**src/rtl/alu_share_pkg.sv**
```systemverilog
// Shared constants and state encoding for the ALU-sharing arbiter.
package alu_share_pkg;

    localparam logic [1:0] OP_ADD = 2'b00;
    localparam logic [1:0] OP_SUB = 2'b01;
    localparam logic [1:0] OP_SHL = 2'b10;
    localparam logic [1:0] OP_RSV = 2'b11;

    typedef enum logic [1:0] {
        IDLE = 2'd0,
        EXEC = 2'd1,
        RESP = 2'd2
    } state_e;

endpackage

```
**src/rtl/alu_share_arbiter_rr_arb2.sv**
```systemverilog
// Two-way round-robin grant. The pointer names the requester favoured on a tie
// and moves to the other requester whenever a grant is issued.
module rr_arb2
    import alu_share_pkg::*;
(
    input  logic       clk,
    input  logic       rst_n,
    input  logic [1:0] req_i,
    input  logic       en_i,
    output logic       gnt_valid_o,
    output logic       gnt_o
);

    logic ptr_q, ptr_d;

    // Grant selection and pointer update
    always_comb begin
        gnt_valid_o = en_i & (req_i[0] | req_i[1]);
        if (req_i[0] & req_i[1]) begin
            gnt_o = ptr_q;
        end else begin
            gnt_o = req_i[1];
        end
        ptr_d = ptr_q;
        if (gnt_valid_o) begin
            ptr_d = ~gnt_o;
        end
    end

    // Pointer register, requester 0 favoured out of reset
    always_ff @(posedge clk or negedge rst_n) begin
        if (!rst_n) begin
            ptr_q <= 1'b0;
        end else begin
            ptr_q <= ptr_d;
        end
    end

endmodule

```
**src/rtl/alu_share_arbiter.sv**
```systemverilog
// Shares one combinational ALU between two requesters: arbitrate, register
// operands into the ALU, capture the result a cycle later, hold it for the owner.
module alu_share_arbiter
    import alu_share_pkg::*;
#(
    parameter int DATA_W = 8,
    parameter int OP_W   = 2
) (
    input  logic              clk,
    input  logic              rst_n,
    input  logic              req0_valid,
    output logic              req0_ready,
    input  logic [OP_W-1:0]   req0_op,
    input  logic [DATA_W-1:0] req0_a,
    input  logic [DATA_W-1:0] req0_b,
    input  logic              req1_valid,
    output logic              req1_ready,
    input  logic [OP_W-1:0]   req1_op,
    input  logic [DATA_W-1:0] req1_a,
    input  logic [DATA_W-1:0] req1_b,
    output logic              rsp0_valid,
    input  logic              rsp0_ready,
    output logic [DATA_W-1:0] rsp0_data,
    output logic              rsp0_err,
    output logic              rsp1_valid,
    input  logic              rsp1_ready,
    output logic [DATA_W-1:0] rsp1_data,
    output logic              rsp1_err,
    output logic [DATA_W-1:0] alu_a,
    output logic [DATA_W-1:0] alu_b,
    output logic              alu_addsub,
    output logic              alu_shift,
    input  logic [DATA_W-1:0] alu_out,
    output logic              busy
);

    state_e state_q, state_d;
    logic owner_q, owner_d;
    logic err_q, err_d;
    logic [DATA_W-1:0] alu_a_q, alu_a_d, alu_b_q, alu_b_d;
    logic alu_addsub_q, alu_addsub_d, alu_shift_q, alu_shift_d;
    logic rsp0_valid_q, rsp0_valid_d, rsp1_valid_q, rsp1_valid_d;
    logic [DATA_W-1:0] rsp0_data_q, rsp0_data_d, rsp1_data_q, rsp1_data_d;
    logic rsp0_err_q, rsp0_err_d, rsp1_err_q, rsp1_err_d;

    logic gnt_valid, gnt;
    logic [OP_W-1:0]   sel_op;
    logic [DATA_W-1:0] sel_a, sel_b;

    rr_arb2 u_arb (
        .clk         (clk),
        .rst_n       (rst_n),
        .req_i       ({req1_valid, req0_valid}),
        .en_i        (state_q == IDLE),
        .gnt_valid_o (gnt_valid),
        .gnt_o       (gnt)
    );

    assign sel_op = gnt ? req1_op : req0_op;
    assign sel_a  = gnt ? req1_a  : req0_a;
    assign sel_b  = gnt ? req1_b  : req0_b;

    // FSM next state, accept/decode and response capture
    always_comb begin
        state_d      = state_q;
        owner_d      = owner_q;
        err_d        = err_q;
        alu_a_d      = alu_a_q;
        alu_b_d      = alu_b_q;
        alu_addsub_d = alu_addsub_q;
        alu_shift_d  = alu_shift_q;
        rsp0_valid_d = rsp0_valid_q;
        rsp0_data_d  = rsp0_data_q;
        rsp0_err_d   = rsp0_err_q;
        rsp1_valid_d = rsp1_valid_q;
        rsp1_data_d  = rsp1_data_q;
        rsp1_err_d   = rsp1_err_q;
        req0_ready   = 1'b0;
        req1_ready   = 1'b0;
        unique case (state_q)
            IDLE: begin
                if (gnt_valid) begin
                    req0_ready = ~gnt;
                    req1_ready = gnt;
                    owner_d    = gnt;
                    err_d      = (sel_op == OP_W'(OP_RSV));
                    // Reserved ops leave the ALU input registers untouched
                    if (sel_op != OP_W'(OP_RSV)) begin
                        alu_a_d      = sel_a;
                        alu_b_d      = sel_b;
                        alu_addsub_d = (sel_op != OP_W'(OP_SUB));
                        alu_shift_d  = (sel_op == OP_W'(OP_SHL));
                    end
                    state_d = EXEC;
                end
            end
            EXEC: begin
                if (owner_q) begin
                    rsp1_data_d  = err_q ? '0 : alu_out;
                    rsp1_err_d   = err_q;
                    rsp1_valid_d = 1'b1;
                end else begin
                    rsp0_data_d  = err_q ? '0 : alu_out;
                    rsp0_err_d   = err_q;
                    rsp0_valid_d = 1'b1;
                end
                state_d = RESP;
            end
            RESP: begin
                if (owner_q ? rsp1_ready : rsp0_ready) begin
                    rsp0_valid_d = 1'b0;
                    rsp1_valid_d = 1'b0;
                    state_d      = IDLE;
                end
            end
            default: state_d = IDLE;
        endcase
    end

    // FSM state register
    always_ff @(posedge clk or negedge rst_n) begin
        if (!rst_n) begin
            state_q <= IDLE;
        end else begin
            state_q <= state_d;
        end
    end

    // Ownership, ALU input and response registers
    always_ff @(posedge clk or negedge rst_n) begin
        if (!rst_n) begin
            owner_q      <= 1'b0;
            err_q        <= 1'b0;
            alu_a_q      <= '0;
            alu_b_q      <= '0;
            alu_addsub_q <= 1'b0;
            alu_shift_q  <= 1'b0;
            rsp0_valid_q <= 1'b0;
            rsp0_data_q  <= '0;
            rsp0_err_q   <= 1'b0;
            rsp1_valid_q <= 1'b0;
            rsp1_data_q  <= '0;
            rsp1_err_q   <= 1'b0;
        end else begin
            owner_q      <= owner_d;
            err_q        <= err_d;
            alu_a_q      <= alu_a_d;
            alu_b_q      <= alu_b_d;
            alu_addsub_q <= alu_addsub_d;
            alu_shift_q  <= alu_shift_d;
            rsp0_valid_q <= rsp0_valid_d;
            rsp0_data_q  <= rsp0_data_d;
            rsp0_err_q   <= rsp0_err_d;
            rsp1_valid_q <= rsp1_valid_d;
            rsp1_data_q  <= rsp1_data_d;
            rsp1_err_q   <= rsp1_err_d;
        end
    end

    assign alu_a      = alu_a_q;
    assign alu_b      = alu_b_q;
    assign alu_addsub = alu_addsub_q;
    assign alu_shift  = alu_shift_q;
    assign rsp0_valid = rsp0_valid_q;
    assign rsp0_data  = rsp0_data_q;
    assign rsp0_err   = rsp0_err_q;
    assign rsp1_valid = rsp1_valid_q;
    assign rsp1_data  = rsp1_data_q;
    assign rsp1_err   = rsp1_err_q;
    assign busy       = (state_q != IDLE);

endmodule

```
**config.mk**
```make
export PLATFORM = sky130hd
export DESIGN_NAME = alu_share_arbiter
export DESIGN_NICKNAME = d
export VERILOG_FILES = /design/src/rtl/alu_share_pkg.sv /design/src/rtl/alu_share_arbiter_rr_arb2.sv /design/src/rtl/alu_share_arbiter.sv
export SDC_FILE = /design/constraint.sdc
export NUM_CORES = 1
export LEC_CHECK = 0
export ABC_AREA = 1
export BUFFER_PORTS_ARGS = -buffer_cell sky130_fd_sc_hd__buf_2
export CAP_MARGIN = 15
export CORE_ASPECT_RATIO = 1.5
export CORE_MARGIN = 2
export CORE_UTILIZATION = 45
export DETAILED_ROUTE_END_ITERATION = 10
export GPL_TIMING_DRIVEN = 0
export PLACE_DENSITY = 0.76
export SETUP_SLACK_MARGIN = 0.5
export SYNTH_ARGS = -nofsm -noshare
export SYNTH_HDL_FRONTEND = slang
export SYNTH_SLANG_ARGS = --single-unit
```
**constraint.sdc**
```tcl
create_clock -name clk -period 1.6 [get_ports clk]
set_input_delay 0.16 -clock clk [delete_from_list [all_inputs] [get_ports clk]]
set_output_delay 0.16 -clock clk [all_outputs]
set_load 0.01 [all_outputs]
```
# [Word-level counts from Yosys, hierarchy flattened]
# Index checks and enable logic that the tools add are counted.
[totals] ff_bits=43 elab_cells=57
[classes] n_eq_ne=10 muxes=18 bitwise_logic=5 n_reduce_logical=10
[ops] cell="$mux 8" n=3
[ops] cell="$ne 2x2->1 const B" n=5
[ops] cell="$mux 1" n=9
[ops] cell="$reduce_and 3->1" n=3
[ops] cell="$reduce_and 2->1" n=4
[ops] cell="$eq 2x2->1 const B" n=3
[ops] cell="$mux 2" n=3
[ops] cell="$pmux 2 s3" n=1
[ops] cell="$pmux 1 s2" n=2
[ops] cell="$reduce_bool 2->1" n=2
[ops] cell="$and 1x1->1" n=2
[ops] cell="$eq 2x1->1 const B" n=1
[ops] cell="$logic_not 2->1" n=1
[ops] cell="$ne 2x1->1 const B" n=1
[ops] cell="$not 1->1" n=2
[ops] cell="$or 1x1->1" n=1

# [Depth between registers and ports, before layout]
# Gate-level depths: netlist (run 1).
[depth] depth_word=5 ltp_mapped=9

# [Cells and area by module]
# A second synthesis (run 1) with hierarchy kept.
[unflattened] cells_unflattened=277 area_unflattened_um2=2067.0
[modules_own_cells] module="alu_share_arbiter" n_inst=1 cells_per_inst=265 area_per_inst_um2=1996.9
[modules_own_cells] module="rr_arb2" n_inst=1 cells_per_inst=12 area_per_inst_um2=70.1

# [Worst setup path before layout (run 1)]
# No wires, ideal clock.
[synth_timing] kind="register to register" from="register state_q[1]" to="register alu_a_q[3] (netlist: alu_a[3])" setup_ns=0.117 arrival_ns=1.128 required_time_ns=1.483 slack_ns=0.354 path_stages_with_launch=8 path_buffers=1 cell_sequence="dfrtp_1 -> inv_2 -> nand2_4 -> nor2_8 -> nand3_4 -> buf_4 -> nand4_1 -> nand2_1"
[synth_via] elab_chain_cells=3
[synth_lines] element="from (decl)" line_no="alu_share_arbiter.sv:37" rtl="state_e state_q, state_d;"
[synth_lines] element="from (signal assigned)" line_no="alu_share_arbiter.sv:125" rtl="state_q <= state_d;"
[synth_lines] element="$logic_not 2->1 *" line_no="alu_share_arbiter.sv:54, alu_share_arbiter.sv:80"
[synth_lines] element="$and 1x1->1" line_no="alu_share_arbiter_rr_arb2.sv:18" rtl="gnt_valid_o = en_i & (req_i[0] | req_i[1]);"
[synth_lines] element="$reduce_and 3->1 (no line) *"
[synth_lines] element="to (signal assigned)" line_no="alu_share_arbiter.sv:147" rtl="alu_a_q <= alu_a_d;"
[synth_lines] element="to (decl)" line_no="alu_share_arbiter.sv:40" rtl="logic [DATA_W-1:0] alu_a_q, alu_a_d, alu_b_q, alu_b_d;"
# Mark *: on every way between the ends. The rest lies on a longest branch, timed or not.
# A chain may end at the register's enable or synchronous reset.

# [Worst setup path in the final report (run 1)]
[layout_timing] from="register u_arb.ptr_q" to="output req0_ready"
[layout_via] elab_chain_cells=4
[layout_lines] element="from (decl)" line_no="alu_share_arbiter_rr_arb2.sv:14" rtl="logic ptr_q, ptr_d;"
[layout_lines] element="from (signal assigned)" line_no="alu_share_arbiter_rr_arb2.sv:35" rtl="ptr_q <= ptr_d;"
[layout_lines] element="$mux 1" line_no="alu_share_arbiter_rr_arb2.sv:19" rtl="if (req_i[0] & req_i[1]) begin"
[layout_lines] element="$not 1->1" line_no="alu_share_arbiter.sv:83" rtl="req0_ready = ~gnt;"
[layout_lines] element="$mux 1" line_no="alu_share_arbiter.sv:82" rtl="if (gnt_valid) begin"
[layout_lines] element="$mux 1" line_no="alu_share_arbiter.sv:80" rtl="unique case (state_q)"
[layout_lines] element="to (decl)" line_no="alu_share_arbiter.sv:12" rtl="output logic req0_ready,"
# Every way passes these cells.

==> results.md, run 1 <==
- Post-Syn Area: 2170 um^2
- CTS max path bufs: 2
- Synth unique cells: 22
- Site Rows: 30
- Final core utilization: 74.5%
- Status: completed
- GRT Total Usage: 23.7%
- Pre-antenna DRT Iters: 4
- Pwr Total: 5.88 mW
- RSZ-0062 raised after global routing: true
- Routability cong.: 0.783
- Startpoint types: flop
- Synth Area in Compound Gates: 2.14%
- Vias: 2,357
- Die H: 89.0 um
- Worst-Margin Slew: 0.943 ns
- WP data arrival: 1.32 ns
- CTS Sinks: 43
- Area grow syn2layout: 57.2%
- Xor/xnor share of the synthesized area: 0%
- HP Class: in2async
- Fill count: 362
- Crit-path max FO: 3
- FF+latch count, synth: 43
- Final hold vios: 0
- I/O pin count: 91
- TritonCTS clock tree: built
- Nets: 457
- Worst-Skew Late Latency: 0.30 ns
- Final WS setup: 0.123 ns
- H-tree depth: 2
- Die ar.: 5400 um^2
- Diode count: 0
- Mapped Cells: 272
- Synth Area in Simple Gates: 40.3%
- Leak: 1.95 nW
- Pwr per Cell Area: 1730 nW/um^2
- Total CTS buffers: 5
- Crit path kind: reg2out
- Total core area: 4580 um^2
- DR WL/cell: 14.4 um
- Mux contribution to synthesized area: 0%
- Die X: 60.7 um
- Largest net degree at the start of global routing: 44
- Setup_tns: 0 ns
- Hold_buf cts: 0
- Global route total overflow: 0
- Initial Utilization: 47.3%
- DP Worst Slack: 0.233 ns
- DRT iter0 DRCs: 120
- Slew Limit Headroom: 37.1%
- Clock transition at the registers of the reported paths: 0.08 ns
- First-pass GRT wire length: 9710 um
- Post-route clock period utilization: 92.3%
- Min Tclk post-route: 1.48 ns
- Synth warnings: 0
- Clk_skew: 0.00532 ns
- Number of synthesized flops with an enable pin: 0
- CP required: 1.44 ns
- Final setup vio count: 0
- Fin cells: 472
- Design Area, Final: 3410 um^2
- Share of cells above drive strength 1: 46.8%
- Post-synthesis sequential area ratio: 49.6%
- Syn Nets: 322
- Synth Area per Inst: 7.97 um^2
- Cell area after placement: 2740 um^2
- Vias/cell: 4.99
- Antenna Nets Post-Route: 0
- Slew Limit Fails: 0
- DRC viols: 0
- Maxcap violations: 0
- Largest family of logic cells by synthesized area: simple AND/OR/NAND/NOR gates
- Worst vdd ir: 0.000826 V
- Antenna violations before repair: 0
- Fin Hold WS: 0.00240 ns
- Post-detail-place hpwl: 4060 um
- Ys flop type: dfrtp_1
- Fmax: 0.677 GHz
- Vias in the first global route: 2,300
- Inst Count DP: 426
- Crit end category: output port
- Root buffer cell: clkbuf_8
- DRT Wirelength: 6800 um
- Port-buffer cells: 90
- Adder-cell share of the synthesized area: 0%
- Async S/R FF share, synth: 100%
## flip-flops by register name, indices dropped and copies added, names as in the netlist
signal,flops
rsp0_data,8
rsp1_valid,1
u_arb.ptr_q,1
alu_addsub,1
rsp1_data,8
owner_q,1
rsp0_valid,1
rsp0_err,1
alu_shift,1
state_q,2
alu_b,8
alu_a,8
rsp1_err,1
err_q,1
## path summary, 6_finish.rpt
kind	start	endpoint	slack (ns)	cells after the start
max in group asynchronous	rst_n	rsp0_data[6]	1.01	1
worst min register to register	rsp1_data[6]	rsp1_data[6]	0.47	2
worst max register to register	state_q[0]	alu_a[2]	0.18	8
min in group clk	req1_b[7]	alu_b[7]	0.18	5
worst max-delay path	u_arb.ptr_q	req0_ready	0.12	8
worst min-delay path	rst_n	rsp1_data[7]	0.002	1
## cell usage in the layout, fill, tap and decap left out, drive strengths merged
cell type | Yosys | final
buf | 11 | 135
dfrtp | 43 | 43
nor2 | 13 | 13
clkinvlp | 0 | 1
nand3 | 23 | 25
a21oi | 1 | 1
inv | 20 | 22
nand4 | 18 | 18
nand2 | 135 | 135
clkinv | 1 | 1
clkbuf | 1 | 8
o21ai | 6 | 6
## what timing repair did
item / in CTS / in global routing
cloned: 5 / 2
pin swaps: 4 / 20
buffers inserted: 19 / 12
setup endpoints to repair: 44 / 45
resized for setup: 31 / 46
## logic make-up (layout without fill, tap and decap cells)
kind of cell | after synthesis | in the layout
AOI/OAI and AO/OA | 7 | 7
buffers and inverters | 33 | 167
DFF | 43 | 43
and+or+nand+nor | 189 | 191
## layout make-up
class,count,area (um^2),share of cell area (%)
multi-input cells,198,1110,32.6
flip-flops and latches,43,1080,31.6
repair buffers,125,813,23.9
plain buffers,12,150,4.40
inverters,21,88.8,2.61
well taps,64,80.1,2.35
clock buffers,6,72.6,2.13
clock inverters,2,12.5,0.367
repair inverters,1,6.26,0.183
## power breakdown
part	total [mW]	internal, mW	switching, mW
registers	1.81	1.56	0.255
logic	3.40	1.58	1.82
clock network	0.671	0.305	0.366
## synth_stat cells (2+ instances only)
master	instances	area [um^2]
inv_1	17	63.8
dfrtp_1	43	1080
buf_4	2	15.0
nor2_2	2	12.5
nand4_1	18	113
nor2_1	10	37.5
inv_2	3	11.3
buf_6	3	33.8
o21ai_0	5	25.0
nand2_2	3	18.8
nand3_1	18	90.1
nand2_1	131	492
buf_2	5	25.0
nand3_4	4	70.1
## per-layer routing
metal	vias to the layer above	global-route usage [%]	share of wire (%)
met4	0	11.5	3.7
met1	1076	25.6	36
met3	25	4.34	5.5
li1	1137	-	-
met5	-	0	0
met2	119	43.2	54
## worst max-delay path: stages (launching register included)
cell and delay, ns:
dfrtp_1 0.38, inv_2 0.08, nand2_4 0.07, nand2_8 0.09
buf_8 0.11, buf_8 0.10, nand2_4 0.05, inv_2 0.05
buf_6 0.09
Note: power is estimated with default switching activity, not from simulation.
==> inputs of run 2 (changes only) <==
--- a/config.mk
+++ b/config.mk
@@ -6,14 +6,14 @@
 export NUM_CORES = 1
 export LEC_CHECK = 0
 export ABC_AREA = 1
-export BUFFER_PORTS_ARGS = -buffer_cell sky130_fd_sc_hd__buf_2
+export BUFFER_PORTS_ARGS = -buffer_cell sky130_fd_sc_hd__clkbuf_2
 export CAP_MARGIN = 15
 export CORE_ASPECT_RATIO = 1.5
 export CORE_MARGIN = 2
 export CORE_UTILIZATION = 45
 export DETAILED_ROUTE_END_ITERATION = 10
 export GPL_TIMING_DRIVEN = 0
-export PLACE_DENSITY = 0.76
+export PLACE_DENSITY_LB_ADDON = 0.08
 export SETUP_SLACK_MARGIN = 0.5
 export SYNTH_ARGS = -nofsm -noshare
 export SYNTH_HDL_FRONTEND = slang
==> results.md, run 2 (same netlist as run 1, synthesis figures left out) <==
- Antenna Nets Post-Route: 0 (unchanged)
- Status: completed
- Antenna violations before repair: 0 (unchanged)
- CTS Sinks: 43 (unchanged)
- Die ar.: 5400 um^2 (unchanged)
- Levels on crit path: 8 (unchanged)
- Design Area, Final: 3420 um^2 (+0.37%)
- Worst path slowest cell: dfrtp_1
- Vias: 2,233 (-5.3%)
- DRT iter0 DRCs: 121 (+0.83%)
- First-pass GRT wire length: 9160 um (-5.7%)
- Cell family with most CP delay: buffers and inverters
- DRC viols: 0 (unchanged)
- Site Rows: 30 (unchanged)
- Largest net degree at the start of global routing: 44 (unchanged)
- Most used cells in the layout excluding fill and tap cells: 116 x nand2_1, 87 x clkbuf_2, 43 x dfrtp_1
- I/O pin count: 91 (unchanged)
- Root buffer cell: clkbuf_8
- Global route total overflow: 0 (unchanged)
- DR WL/cell: 12.8 um (-11%)
- H-tree depth: 2 (unchanged)
- RSZ-0062 raised after global routing: true
- Vias/cell: 4.72 (-5.5%)
- Die H: 89.0 um (unchanged)
- Maxcap violations: 0 (unchanged)
- Routed met1 length: 2300 um (-7.1%)
- Setup crit start: u_arb.ptr_q
- Crit end category: output port
- Cell area after placement: 2740 um^2 (unchanged)
- Final hold vios: 0 (unchanged)
- Area grow syn2layout: 57.8%
- Share of cells above drive strength 1: 45.7% (-1.1 points)
- WP data arrival: 1.30 ns (-0.02 ns)
- Metal3 WL: 310 um (-16%)
- Inst Count DP: 426 (unchanged)
- Vias in the first global route: 1,978 (-14%)
- Sequential power share: 31.3% (+0.5 points)
- Total CTS buffers: 5 (unchanged)
- R2r worst-path depth: 8 (unchanged)
- Fin cells: 473 (+0.21%)
- Clk_skew: 0.00386 ns (-0.00146 ns)
- HP Class: in2reg
- Post-detail-place hpwl: 3730 um (-8.1%)
- Min Tclk post-route: 1.46 ns (-0.0205 ns)
- Port-buffer cells: 90 (unchanged)
- TritonCTS clock tree: built
- Initial Utilization: 47.3% (unchanged)
- Slew Limit Fails: 0 (unchanged)
- GRT Total Usage: 22.6% (-1.1 points)
- Combinational share of power: 53.8% (-4.0 points)
- Max layer used: met4
- CP max stage delay: 0.38 ns (about the same)
- Fin Hold WS: 0.163 ns (+0.161 ns)
- Pwr per Cell Area: 1710 nW/um^2 (-0.68%)
- Worst-Skew Late Latency: 0.29 ns (about the same)
- Crit-path max FO: 3 (unchanged)
- Worst Setup EP: req0_ready
- CP required: 1.44 ns (about the same)
- Clock transition at the registers of the reported paths: 0.08 ns (about the same)
- DP Worst Slack: 0.242 ns (+0.00872 ns)
- Fill count: 370 (+2.2%)
- Nets: 458 (+0.22%)
- Crit path kind: reg2out
- WL met2: 3420 um (-7.4%)
- Pre-antenna DRT Iters: 5 (+1)
- Most common cell after layout, fill and taps aside: nand2_1
- R2R Path Start: state_q[1]
- Leak: 1.98 nW (+1.4%)
- Startpoint types: flop
- DRT Wirelength: 6070 um (-11%)
- Slew Limit Headroom: 68.1% (+31 points)
- Die X: 60.7 um (unchanged)
- Worst r2r dst: alu_a[1]
- Fmax: 0.687 GHz (+1.4%)
- Post-route clock period utilization: 91.0% (-1.3 points)
- Worst vdd ir: 0.000865 V (+4.7%)
- Routability cong.: 0.772 (-1.4%)
- Critical path buffer and inverter count: 5 (unchanged)
- Worst-Margin Slew: 0.479 ns (-0.465 ns)
- CTS max path bufs: 2 (unchanged)
- Setup_tns: 0 ns (unchanged)
- Final WS setup: 0.144 ns (+0.0205 ns)
- Total core area: 4580 um^2 (unchanged)
- R2R Setup Slk: 0.19 ns (about the same)
- Diode count: 0 (unchanged)
- Clock Power Share: 15.0% (+3.6 points)
- Internal: 3.53 mW (+2.8%)
- CP cell instances: inv_2 -> nand2_4 -> nand2_8 -> buf_8 -> buf_8 -> nand2_4 -> inv_2 -> buf_6
- Switching Share: 39.7% (-1.8 points)
- Final setup vio count: 0 (unchanged)
- Sw power: 2.33 mW (-4.7%)
run 2: worst min path at each step:
stage / from / end / slack (ns) / cells past startpoint
CTS: rst_n / rsp0_data[7] / 0.1 / 1
floorplan: rst_n / alu_a[0] / -0.14 / 0
global placement: rst_n / rsp0_data[7] / 0.40 / 1
finish: alu_out[4] / rsp1_data[4] / 0.16 / 5
detailed placement: rst_n / rsp0_data[7] / 0.41 / 1
global route: alu_out[7] / rsp1_data[7] / 0.19 / 5
run 2: area by class of cell:
| type | instances | area, um^2 | area share [%] |
|---|---|---|---|
| multi-input combinational | 198 | 1050 | 30.6 |
| sequential | 43 | 1080 | 31.4 |
| tap | 64 | 80.1 | 2.34 |
| buffer | 12 | 150 | 4.39 |
| clock buffer | 6 | 82.6 | 2.41 |
| timing repair inverter | 1 | 8.76 | 0.256 |
| timing repair buffer | 126 | 850 | 24.8 |
| clock inverter | 2 | 35.0 | 1.02 |
| inverter | 21 | 91.3 | 2.67 |
run 2: what timing repair did:
item / CTS / global route
resized for setup: 29 / 40
pin swaps: 6 / 21
setup buffers: 17 / 11
gates cloned: 7 / 2
endpoints found under the hold margin: 0 / 7
endpoints found under the setup margin: 44 / 45
hold buffers: 0 / 1
run 2: power groups by stage:
stage / Combinational, mW / Clock (mW) / Sequential, mW
after floorplan: 1.30 / 0 / 2.00
after global placement: 2.26 / 0 / 1.82
after detailed placement: 2.29 / 0 / 1.83
after CTS: 2.70 / 0.889 / 1.81
after global routing: 3.46 / 0.935 / 1.88
final: 3.15 / 0.879 / 1.83
run 2: worst reg2reg max path, cell delays in order, from the launching register on:
cell     delay (ns)
dfrtp_1        0.41
inv_2          0.09
nand2_4        0.07
nor2_8         0.15
buf_6          0.15
nand3_4        0.13
buf_12         0.17
nand4_1        0.08
nand2_1        0.06
run 2: per-layer routing:
| metal | GRT usage, % | up-vias |
|---|---|---|
| met1 | 25.9 | 1025 |
| li1 | - | 1135 |
| met2 | 42.3 | 71 |
| met5 | 0 | - |
| met3 | 4.05 | 2 |
| met4 | 5.73 | 0 |
run 2: per-stage QoR:
step / power [mW] / utilization [%]
5_1_grt: 6.27 / 74.7
3_5_place_dp: 4.12 / 59.8
4_1_cts: 5.40 / 68.4
6_report: 5.86 / 74.7
3_3_place_gp: 4.08 / 59.8
2_1_floorplan: 3.30 / -
==> inputs of run 3 (changes only) <==
--- a/config.mk
+++ b/config.mk
@@ -10,7 +10,7 @@
 export CAP_MARGIN = 15
 export CORE_ASPECT_RATIO = 1.5
 export CORE_MARGIN = 2
-export CORE_UTILIZATION = 45
+export CORE_UTILIZATION = 48
 export DETAILED_ROUTE_END_ITERATION = 10
 export GPL_TIMING_DRIVEN = 0
 export PLACE_DENSITY_LB_ADDON = 0.08
==> results.md, run 3 (same netlist as run 1, synthesis figures left out) <==
- Largest net degree at the start of global routing: 44 (unchanged)
- Vias: 2,269 (+1.6%)
- Failing checks: design-rule violations
- Die X: 58.9 um (-3.0%)
- Design Area, Final: 3320 um^2 (-3.0%)
- Worst vdd ir: 0.00107 V (+24%)
- H-tree depth: 2 (unchanged)
- Worst-Skew Late Latency: 0.30 ns (about the same)
- Vias/cell: 5.01 (+6.1%)
- Crit end category: output port
- Inst Count DP: 408 (-4.2%)
- Vias in the first global route: 2,154 (+8.9%)
- Site Rows: 29 (-3.3%)
- Most used cells in the layout excluding fill and tap cells: 124 x nand2_1, 87 x clkbuf_2, 43 x dfrtp_1
- Antenna Nets Post-Route: 0 (unchanged)
- Fmax: 0.688 GHz (+0.12%)
- I/O pin count: 91 (unchanged)
- HP Class: in2reg
- Most common cell after layout, fill and taps aside: nand2_1
- Fin cells: 453 (-4.2%)
- Pre-antenna DRT Iters: 7 (+2)
- Pwr Total: 5.80 mW (-1.1%)
- First-pass GRT wire length: 9430 um (+3.0%)
- DP Worst Slack: 0.232 ns (-0.0106 ns)
- Min Tclk post-route: 1.45 ns (-0.00177 ns)
- Leak: 1.95 nW (-1.5%)
- Worst-Margin Slew: 0.492 ns (+0.0134 ns)
- Initial Utilization: 50.6% (+3.3 points)
- DRT iter0 DRCs: 104 (-14%)
- Post-detail-place hpwl: 3900 um (+4.4%)
- Slew Limit Fails: 0 (unchanged)
- GRT Total Usage: 23.8% (+1.2 points)
- Crit-path max FO: 3 (unchanged)
- Die ar.: 5080 um^2 (-5.9%)
- WP data arrival: 1.29 ns (about the same)
- DR WL/cell: 13.4 um (+4.5%)
- CTS Sinks: 43 (unchanged)
- Total CTS buffers: 5 (unchanged)
- RSZ-0062 raised after global routing: true
- Routability cong.: 0.802 (+4.0%)
- Clock transition at the registers of the reported paths: 0.09 ns (about the same)
- Die H: 86.3 um (-3.0%)
- Root buffer cell: clkbuf_8
- CTS max path bufs: 2 (unchanged)
- Pwr per Cell Area: 1750 nW/um^2 (+2.0%)
- DRC viols: 5 (+5)
- Setup_tns: 0 ns (unchanged)
- Crit path kind: reg2out
- Post-route clock period utilization: 90.9% (-0.11 points)
- Clk_skew: 0.00874 ns (+0.00489 ns)
- Final WS setup: 0.146 ns (+0.00177 ns)
- Diode count: 0 (unchanged)
- Port-buffer cells: 90 (unchanged)
- Slew Limit Headroom: 67.2% (-0.90 points)
- TritonCTS clock tree: built
- Total core area: 4280 um^2 (-6.5%)
- Global route total overflow: 0 (unchanged)
- Nets: 456 (-0.44%)
- DRT Wirelength: 6070 um (about the same)
- Startpoint types: flop
- Status: finished with violations
- Final setup vio count: 0 (unchanged)
- Antenna violations before repair: 0 (unchanged)
- Cell area after placement: 2720 um^2 (-0.82%)
- Maxcap violations: 0 (unchanged)
- Area grow syn2layout: 53.1%
- CP required: 1.44 ns (about the same)
- Final hold vios: 0 (unchanged)
- Share of cells above drive strength 1: 43.5% (-2.2 points)
==> run 3: cell types whose count changed in the layout (fill, tap and decap cells not counted), sizes merged <==
cell	change
clkbuf	-2
buf	+1
nand3	-2
inv	+1
==> run 3: metrics by stage <==
stage | hold WS (ns) | utilization [%]
2_1_floorplan | -0.136 | -
3_3_place_gp | 0.400 | 63.5
3_5_place_dp | 0.405 | 63.5
4_1_cts | 0.0837 | 72.4
5_1_grt | 0.178 | 77.5
6_report | 0.148 | 77.5
==> run 3: path summary, 6_finish.rpt <==
check	to	slack, ns	start	cells past startpoint
min in group asynchronous	rsp0_data[3]	0.24	rst_n	2
hold / removal	rsp1_data[6]	0.15	alu_out[6]	5
max in group asynchronous	alu_a[4]	0.91	rst_n	3
hold reg to reg	rsp1_data[6]	0.48	rsp1_data[6]	2
setup / recovery	req0_ready	0.15	u_arb.ptr_q	8
setup reg to reg	alu_a[7]	0.18	state_q[0]	8
==> run 3: worst max-delay path, stage by stage (launching register included) <==
cell     delay (ns)
dfrtp_1        0.38
inv_2          0.07
nand2_4        0.07
nand2_8        0.09
buf_8          0.11
buf_8          0.09
nand2_4        0.05
inv_2          0.05
buf_6          0.09
==> run 3: power by group <==
part / switching [mW] / internal, mW / total, mW
combinational: 1.68 / 1.43 / 3.12
sequential: 0.266 / 1.56 / 1.82
clock: 0.397 / 0.465 / 0.863
==> run 3: cell type report <==
type / count / area (um^2)
plain buffers: 12 / 150
clock buffers: 5 / 68.8
clock inverters: 3 / 43.8
fillers: 327 / 962
inverters: 21 / 91.3
multi-input cells: 196 / 1020
flip-flops and latches: 43 / 1080
well taps: 46 / 57.6
repair buffers: 126 / 806
repair inverters: 1 / 6.26
==> run 3: per-layer routing <==
metal  global-route usage [%]  vias to the layer above  wire (um)
li1                         -                     1129          -
met1                     26.5                     1063       2280
met2                     45.5                       73       3440
met3                     4.18                        4        304
met4                     5.37                        0         40
met5                        0                        -          0
==> run 3: what timing repair did <==
| item | in CTS | in global routing |
|---|---|---|
| gates cloned | 2 | 2 |
| setup buffers | 21 | 10 |
| gates resized for setup | 31 | 23 |
| endpoints found under the setup margin | 44 | 46 |
| hold buffers | 0 | 1 |
| endpoints found under the hold margin | 0 | 43 |
| pin swaps | 9 | 6 |
